<file path="src/rtl/calc_result_bcd.sv">
// ---------------------------------------------------------------------------
// calc_result_bcd
//
// Result formatter placed after the 6-bit signed divider and the other 6-bit
// ALU operations. A start pulse captures a signed quotient, a signed
// remainder and the error flag. Each value is turned into a sign bit and two
// BCD digits using shift-and-add-3 (double dabble), one bit per clock. The
// quotient is converted first, then the remainder. The finished result is
// then registered for the display driver and flagged with a one-cycle done
// pulse.
//
// Parameters:
//   SKIP_ON_ERR  1: a captured err skips conversion. Digits and signs read 0.
//                0: conversion runs normally and only err_out is raised.
//
// Ports:
//   clk        in   system clock, rising edge
//   rst        in   asynchronous active-high reset
//   start      in   capture request
//   quotient   in   [5:0] two's-complement quotient
//   remainder  in   [5:0] two's-complement remainder
//   err        in   divider error (overflow / divide-by-zero)
//   busy       out  conversion in progress
//   done       out  one-cycle pulse, result outputs just updated
//   err_out    out  registered err of the last result
//   q_sign     out  quotient negative
//   q_tens     out  [3:0] quotient tens digit
//   q_ones     out  [3:0] quotient ones digit
//   r_sign     out  remainder negative
//   r_tens     out  [3:0] remainder tens digit
//   r_ones     out  [3:0] remainder ones digit
// ---------------------------------------------------------------------------
module calc_result_bcd #(
    parameter bit SKIP_ON_ERR = 1'b1
) (
    input  logic       clk,
    input  logic       rst,
    input  logic       start,
    input  logic [5:0] quotient,
    input  logic [5:0] remainder,
    input  logic       err,
    output logic       busy,
    output logic       done,
    output logic       err_out,
    output logic       q_sign,
    output logic [3:0] q_tens,
    output logic [3:0] q_ones,
    output logic       r_sign,
    output logic [3:0] r_tens,
    output logic [3:0] r_ones
);

    typedef enum logic [1:0] {
        IDLE   = 2'd0,
        CONV_Q = 2'd1,
        CONV_R = 2'd2,
        FIN    = 2'd3
    } state_t;

    state_t      state;
    logic [5:0]  mag;
    logic [5:0]  r_mag_hold;
    logic [7:0]  bcd;
    logic [7:0]  q_bcd_hold;
    logic [2:0]  bit_cnt;
    logic        q_sign_hold;
    logic        r_sign_hold;
    logic        err_hold;

    logic [7:0]  bcd_adj;
    logic [13:0] shifted;

    // Magnitude of a 6-bit two's-complement value. The result is unsigned,
    // so -32 gives 32.
    function automatic logic [5:0] abs6(input logic [5:0] x);
        abs6 = x[5] ? (~x + 6'd1) : x;
    endfunction

    // One double-dabble step: add 3 to any digit of 5 or more, then shift
    // the BCD/magnitude pair left by one. The top bit shifted out is always
    // zero because magnitudes never exceed 32.
    always_comb begin
        bcd_adj[3:0] = (bcd[3:0] >= 4'd5) ? (bcd[3:0] + 4'd3) : bcd[3:0];
        bcd_adj[7:4] = (bcd[7:4] >= 4'd5) ? (bcd[7:4] + 4'd3) : bcd[7:4];
        shifted      = {bcd_adj, mag} << 1;
    end

    // Control and datapath. The quotient digits are parked in a holding
    // register after their sixth shift, so the shared shifter can be reused
    // for the remainder. The visible outputs change only when leaving FIN.
    // A start seen while done is high is ignored, so a new capture is only
    // accepted in the IDLE cycle after the done pulse.
    always_ff @(posedge clk or posedge rst) begin
        if (rst) begin
            state       <= IDLE;
            mag         <= '0;
            r_mag_hold  <= '0;
            bcd         <= '0;
            q_bcd_hold  <= '0;
            bit_cnt     <= '0;
            q_sign_hold <= 1'b0;
            r_sign_hold <= 1'b0;
            err_hold    <= 1'b0;
            busy        <= 1'b0;
            done        <= 1'b0;
            err_out     <= 1'b0;
            q_sign      <= 1'b0;
            q_tens      <= '0;
            q_ones      <= '0;
            r_sign      <= 1'b0;
            r_tens      <= '0;
            r_ones      <= '0;
        end else begin
            done <= 1'b0;
            case (state)
                IDLE: begin
                    if (start && !done) begin
                        err_hold <= err;
                        busy     <= 1'b1;
                        bcd      <= '0;
                        bit_cnt  <= '0;
                        if (err && SKIP_ON_ERR) begin
                            q_sign_hold <= 1'b0;
                            r_sign_hold <= 1'b0;
                            q_bcd_hold  <= '0;
                            mag         <= '0;
                            r_mag_hold  <= '0;
                            state       <= FIN;
                        end else begin
                            q_sign_hold <= quotient[5];
                            r_sign_hold <= remainder[5];
                            mag         <= abs6(quotient);
                            r_mag_hold  <= abs6(remainder);
                            state       <= CONV_Q;
                        end
                    end
                end

                CONV_Q: begin
                    if (bit_cnt == 3'd5) begin
                        q_bcd_hold <= shifted[13:6];
                        bcd        <= '0;
                        mag        <= r_mag_hold;
                        bit_cnt    <= '0;
                        state      <= CONV_R;
                    end else begin
                        {bcd, mag} <= shifted;
                        bit_cnt    <= bit_cnt + 3'd1;
                    end
                end

                CONV_R: begin
                    {bcd, mag} <= shifted;
                    if (bit_cnt == 3'd5) begin
                        bit_cnt <= '0;
                        state   <= FIN;
                    end else begin
                        bit_cnt <= bit_cnt + 3'd1;
                    end
                end

                FIN: begin
                    q_sign  <= q_sign_hold;
                    q_tens  <= q_bcd_hold[7:4];
                    q_ones  <= q_bcd_hold[3:0];
                    r_sign  <= r_sign_hold;
                    r_tens  <= bcd[7:4];
                    r_ones  <= bcd[3:0];
                    err_out <= err_hold;
                    done    <= 1'b1;
                    busy    <= 1'b0;
                    state   <= IDLE;
                end

                default: state <= IDLE;
            endcase
        end
    end

endmodule

</file>
<file path="config.mk">
export PLATFORM = sky130hd
export DESIGN_NAME = calc_result_bcd
export DESIGN_NICKNAME = d
export VERILOG_FILES = /design/src/rtl/calc_result_bcd.sv
export SDC_FILE = /design/constraint.sdc
export NUM_CORES = 1
export LEC_CHECK = 0
export CAP_MARGIN = 20
export CORE_UTILIZATION = 55
export DETAILED_ROUTE_END_ITERATION = 10
export GPL_ROUTABILITY_DRIVEN = 0
export MAX_ROUTING_LAYER = met4
export PLACE_DENSITY = 0.8
export REMOVE_ABC_BUFFERS = 1
export SYNTH_ARGS = -nofsm -noshare
export SYNTH_HDL_FRONTEND = slang
export SYNTH_SLANG_ARGS = --single-unit
</file>
<file path="constraint.sdc">
create_clock -name clk -period 2 [get_ports clk]
set_clock_uncertainty 0.15 [all_clocks]
set_input_delay 0.2 -clock clk [delete_from_list [all_inputs] [get_ports clk]]
set_output_delay 0.2 -clock clk [all_outputs]
set_load 0.1 [all_outputs]
</file>
### Word-level counts from Yosys, hierarchy flattened

Cells that the tools add are included.

| storage, ports and cells | value |
|---|---|
| register bits | 57 |
| latch bits | 0 |
| bits in writable memories | 0 |
| memory bits (read-only) | 0 |
| output and inout bits | 21 |
| word-level logic and storage cells | 78 |
| memories | 0 |

| cells by class | value |
|---|---|
| $add $sub $neg | 5 |
| $mul | 0 |
| div/mod/pow operators | 0 |
| $lt $le $gt $ge | 2 |
| eq/ne operators | 8 |
| shift-type cells | 0 |
| muxes and demuxes | 29 |
| bitwise operators | 2 |
| reductions and logical operators | 14 |

Operators with widths:

| operator | count |
|---|---|
| $mux W8 | 5 |
| $mux W6 | 6 |
| $pmux W8 S3 | 1 |
| $pmux W6 S3 | 1 |
| $pmux W8 S2 | 1 |
| $add A6 B1 Y6 const B | 2 |
| $not A6 Y6 | 2 |
| $mux W3 | 3 |
| $ge A4 B3 Y1 const B | 2 |
| $mux W2 | 4 |
| $ne A2 B2 Y1 const B | 4 |
| $pmux W2 S4 | 1 |
| $reduce_and A2 Y1 | 4 |
| $pmux W3 S2 | 1 |
| $reduce_bool A2 Y1 | 3 |
| $add A4 B2 Y4 const B | 1 |
| $eq A2 B2 Y1 const B | 2 |
| $mux W1 | 4 |
| $mux W4 | 1 |
| $reduce_and A4 Y1 | 1 |
| $add A3 B1 Y3 const B | 1 |
| $add A3 B2 Y3 const B | 1 |
| $eq A3 B3 Y1 const B | 1 |
| $reduce_and A3 Y1 | 1 |
| other kinds (7) | 7 |

### Logic depth before layout (Yosys ltp)

| logic depth | value |
|---|---|
| depth after elaboration | 6 |
| depth in mapped cells | 8 |
| mapped depth without buffers | 6 |

### Worst setup path before layout

Ideal clock, no wire load.

| timing | value |
|---|---|
| path type | register to register |
| from | register done |
| to | register mag[1] |
| library setup time | 141 ps |
| arrival time | 1807 ps |
| slack | -99 ps |
| cell stages (with the launch flop) | 5 |
| path buffers | 1 |
| path through | dfrtp_1 -> nand3b_4 -> a21boi_4 -> buf_4 -> o221ai_1 |

| between the ends | value |
|---|---|
| word-level cells in the longest chain between the ends | 4 |

Ends and longest elaborated chain:

| element | line | text |
|---|---|---|
| start, declared | 43 | `output logic done,` |
| start signal, assigned | 105 | `done <= 1'b0;` |
| start signal, assigned | 114 | `done <= 1'b0;` |
| start signal, assigned | 170 | `done <= 1'b1;` |
| $logic_not A1 Y1 | 117 | `if (start && !done) begin` |
| $logic_and A1 B1 Y1 | 117 |  |
| $ne A2 B2 Y1 (no source line) | n/a |  |
| $reduce_and A2 Y1 (no source line) | n/a |  |
| end signal, assigned | 132 | `mag <= abs6(quotient);` |
| end signal, assigned | 143 | `mag <= r_mag_hold;` |
| end signal, assigned | 147 | `{bcd, mag} <= shifted;` |
| end, declared | 61 | `logic [5:0] mag;` |

Every way passes these cells.
A chain may end at the register's enable or synchronous reset.

### Final worst setup path

| timing | value |
|---|---|
| from | register state[1] |
| to | register q_bcd_hold[3] |

| between the ends | value |
|---|---|
| word-level cells in the longest chain between the ends | 3 |
| elaborated cells between the ends (all ways) | 8 |
| those cells by class | eq/ne: 4; mux: 1; reduce/logical: 3 |

Ends and longest elaborated chain:

| element | line | text |
|---|---|---|
| start, declared | 60 | `state_t state;` |
| start signal, assigned | 95 | `state <= IDLE;` |
| start signal, assigned | 128 | `state <= FIN;` |
| start signal, assigned | 134 | `state <= CONV_Q;` |
| $eq A2 B1 Y1 or $logic_not A2 Y1 (tied branches) | 115 | `case (state)` |
| $ne A2 B2 Y1 (no source line) or $reduce_bool A2 Y1 (tied branches) | n/a |  |
| $reduce_and A4 Y1 (no source line) | n/a |  |
| end signal, assigned | 141 | `q_bcd_hold <= shifted[13:6];` |
| end, declared | 64 | `logic [7:0] q_bcd_hold;` |

Several ways; a longest one is shown, not always the timed one.

==> out/results.tsv <==
stage	metric	value	unit
worst_hold_path	worst min path class	input pin to asynchronous set/reset pin	
die	chip width	73.3	µm
worst_setup_path	crit end category	flip-flop	
synthesis	flops & latches, synth	57	
synthesis	Mapped Avg Cell Area	11.3	µm²
worst_setup_path	required time worst endpoint	2120	ps
clocking	Num CTS Buffers	9	
timing	Hold Vio Cnt, Final	0	
synthesis	post-synth top area share	51.0	%
timing	pins over their slew limit	0	
timing	worst slew pin tran	376	ps
routing	antenna viol nets, final	0	
global_routing	first-pass GRT wire length	8780	µm
pwr	Logic pwr share	50.2	%
routing	First-pass DRT Iterations	4	
timing	Final min period	1850	ps
final_layout	Filler cells	393	
global_routing	grt total ovfl	0	
clocking	Clock Latency Late Sink	330	ps
die	core area	4820	µm²
clocking	Max clock buf depth	2	
synthesis	cell taking the most area after synthesis	dfrtp_1	
timing	unrepaired setup endpoints after global routing	no	
final_layout	non-filler cells, final	375	
pwr	Power Density	1610	nW/µm²
final_layout	antenna cells	0	
worst_setup_path	Startpoint Class	flip-flop	
routing	Initial DRC Count	84	
clocking	CTS tree	done	
pwr	internal power	0.00321	W
outcome	status	finished, final reports clean	
clocking	Hold-fix buffers, CTS	0	
worst_setup_path	worst r2r src	state[1]$_DFFE_PP0P_	
worst_setup_path	Crit path top cell by count	inv_1	
die	I/O pin cnt	37	
synthesis	asr flop ratio synth	100	%
pwr	Sw Share	42.9	%
worst_setup_path	Crit path arrival time	1970	ps
clocking	clock root buffer	clkbuf_8	
global_routing	initial antenna violation count	0	
worst_setup_path	CP Max Fanout	8	
clocking	clock slew at reported path FFs	60	ps
placed_design	Port-buffer cells	36	
die	Initial Util	58.1	%
worst_setup_path	Reg2Reg Setup Slack	150	ps
pwr	Clk pwr share	19.7	%
pwr	VDD IR max	0.000925	V
timing	slew margin rel.	74.9	%
routing	wire length per cell	14.2	µm
timing	FMAX	542	MHz
worst_setup_path	CP peak stage delay	410	ps
synthesis	Post-Syn Area	2800	µm²
synthesis	top_reg_cell synth	dfrtp_1	
final_layout	Layout Nets	329	
timing	Final period util	92.3	%
placed_design	Placed Cells	359	
die	Die H	73.3	µm
placed_design	post-DP HPWL	4040	µm
global_routing	gr usage total	23.0	%
worst_setup_path	crit path kind	flip-flop to flip-flop	
die	die area	5380	µm²
die	Row Count	25	
placed_design	DP Area	3280	µm²
global_routing	vias in the first global route	1905	
worst_setup_path	Max stage delay cell, worst path	dfrtp_1	
pwr	Static Leak	1.73	nW
routing	via count	2037	
global_routing	largest net degree at the start of global routing	58	
synthesis	main area contributors after synthesis	dfrtp_1 (51%), mux2_2 (7.6%), a22o_1 (4.7%)	
final_layout	Design Area, Final	3490	µm²
final_layout	area delta synth->final	24.6	%
final_layout	share of layout cells above drive strength 1	26.0	%
timing	hold_ws	74.9	ps
synthesis	number of synthesized flops with an enable pin	0	
pwr	sequential power share	30.2	%
routing	Vias/cell	5.43	
clocking	Num Clock Sinks	57	
pwr	Psw	0.00241	W
synthesis	synth warn	0	
worst_setup_path	crit path launch	state[1]$_DFFE_PP0P_	
worst_setup_path	crit path cell chain	inv_1, ha_1, inv_1, nor2_4, and2_1, a22o_1	
synthesis	Seq/Total Area, Yosys	51.0	%
timing	final setup fails	0	
worst_setup_path	delay-heaviest family, CP	simple AND/OR/NAND/NOR gates	
synthesis	Cells after Synth	248	
routing	# DRC	0	
synthesis	Distinct cells, synth	49	
worst_setup_path	CP bufs+invs	2	
job	max-cap violation count	0	
clocking	H-tree level count	3	
routing	Total Wirelength	5320	µm
## power by group through the flow
stage / logic, W / clock network (W) / registers [W]
floorplan: 0.00136 / 0 / 0.00226
global placement: 0.00276 / 0 / 0.00170
detailed placement: 0.00281 / 0 / 0.00171
CTS: 0.00282 / 0.00112 / 0.00169
global route: 0.00303 / 0.00117 / 0.00174
finish: 0.00282 / 0.00110 / 0.00169
## worst paths after layout
| kind | endpoint | cells after the start |
|---|---|---|
| max | q_bcd_hold[3]$_DFFE_PP0P_ | 6 |
| min | r_tens[1]$_DFFE_PP0P_ | 3 |
| max reg2reg | q_bcd_hold[3]$_DFFE_PP0P_ | 6 |
| min reg2reg | r_sign_hold$_DFFE_PP0P_ | 2 |
| max in group asynchronous | r_mag_hold[4]$_DFFE_PP0P_ | 3 |
| min in group clk | r_sign_hold$_DFFE_PP0P_ | 2 |
## metrics by stage
| step | util (%) | TNS (ps) | total power (W) | setup WS [ps] |
|---|---|---|---|---|
| 6_report | 72.4 | 0 | 0.00561 | 154 |
| 3_5_place_dp | 68.0 | 0 | 0.00453 | 63.2 |
| 4_1_cts | 72.3 | 0 | 0.00563 | 69.7 |
| 5_1_grt | 72.4 | 0 | 0.00594 | 22.8 |
| 2_1_floorplan | - | -1130 | 0.00362 | -249 |
| 3_3_place_gp | 68.0 | 0 | 0.00446 | 126 |
## synthesized netlist by cell type (all sizes together), types with 3 or more instances
cell type and count:
a22o 15, buf 5, xnor2 6, o21ai 13
nand2 26, a21o 3, nand3b 5, mux2 19
inv 15, a21boi 3, nor2 13, ha 10
a21oi 8, mux2i 3, a22oi 3, clkbuf 3
o31ai 4, nand2b 7, dfrtp 57
## worst reg2reg max path, stage by stage, from the launching register on
cell and delay (ps):
dfrtp_1 410, inv_1 90, ha_1 330, inv_1 120
nor2_4 210, and2_1 300, a22o_1 170
## cells in the final DEF (no fill, tap or decap), types with 4 or more instances in the layout
| cell type | Yosys | final |
|---|---|---|
| inv_1 | 15 | 14 |
| nor2_1 | 12 | 12 |
| o31ai_1 | 4 | 4 |
| nand2b_1 | 7 | 7 |
| mux2_2 | 19 | 19 |
| a22o_1 | 15 | 15 |
| a21oi_1 | 7 | 7 |
| clkbuf_8 | 0 | 12 |
| ha_1 | 10 | 9 |
| xnor2_1 | 6 | 6 |
| o21ai_0 | 10 | 10 |
| nand2_1 | 26 | 26 |
| dfrtp_1 | 57 | 57 |
| clkdlybuf4s50_1 | 0 | 15 |
| buf_4 | 4 | 36 |
## kinds of logic after synthesis
family	synth area share, %
AO/OA/AOI/OAI	17.6
XOR/XNOR	2.19
adder cells (fa/ha/maj)	4.47
buffers and inverters	3.67
flip-flops	51.0
multiplexers	8.72
AND/OR/NAND/NOR	12.4
## what timing repair did
action,4_1_cts,5_1_grt
setup buffers,0,0
resized for setup,0,1
setup endpoints to repair,0,3
## area by class of cell
class	count	area [µm²]	share of cell area, %
clock buffer	14	173	4.95
clock inverter	2	35.0	1.01
inverter	15	56.3	1.62
multi-input combinational	168	1270	36.5
sequential	57	1430	40.9
tap	67	83.8	2.40
timing repair buffer	52	440	12.6
## per-layer routing
metal	share of wire, %	global-route usage [%]
met1	45	28.0
met5	0	-
met4	2.6	13.0
met3	2.9	4.12
met2	50	36.2
## flip-flops by register name, indices dropped and copies added (netlist names)
signal and flops:
bcd 8, bit_cnt 3, busy 1, done 1, err_hold 1, err_out 1, mag 6, q_bcd_hold 8
q_ones 4, q_sign 1, q_sign_hold 1, q_tens 4, r_mag_hold 6, r_ones 4, r_sign 1, r_sign_hold 1
r_tens 4, state 2
No activity file was read; power rests on OpenSTA's default activity.
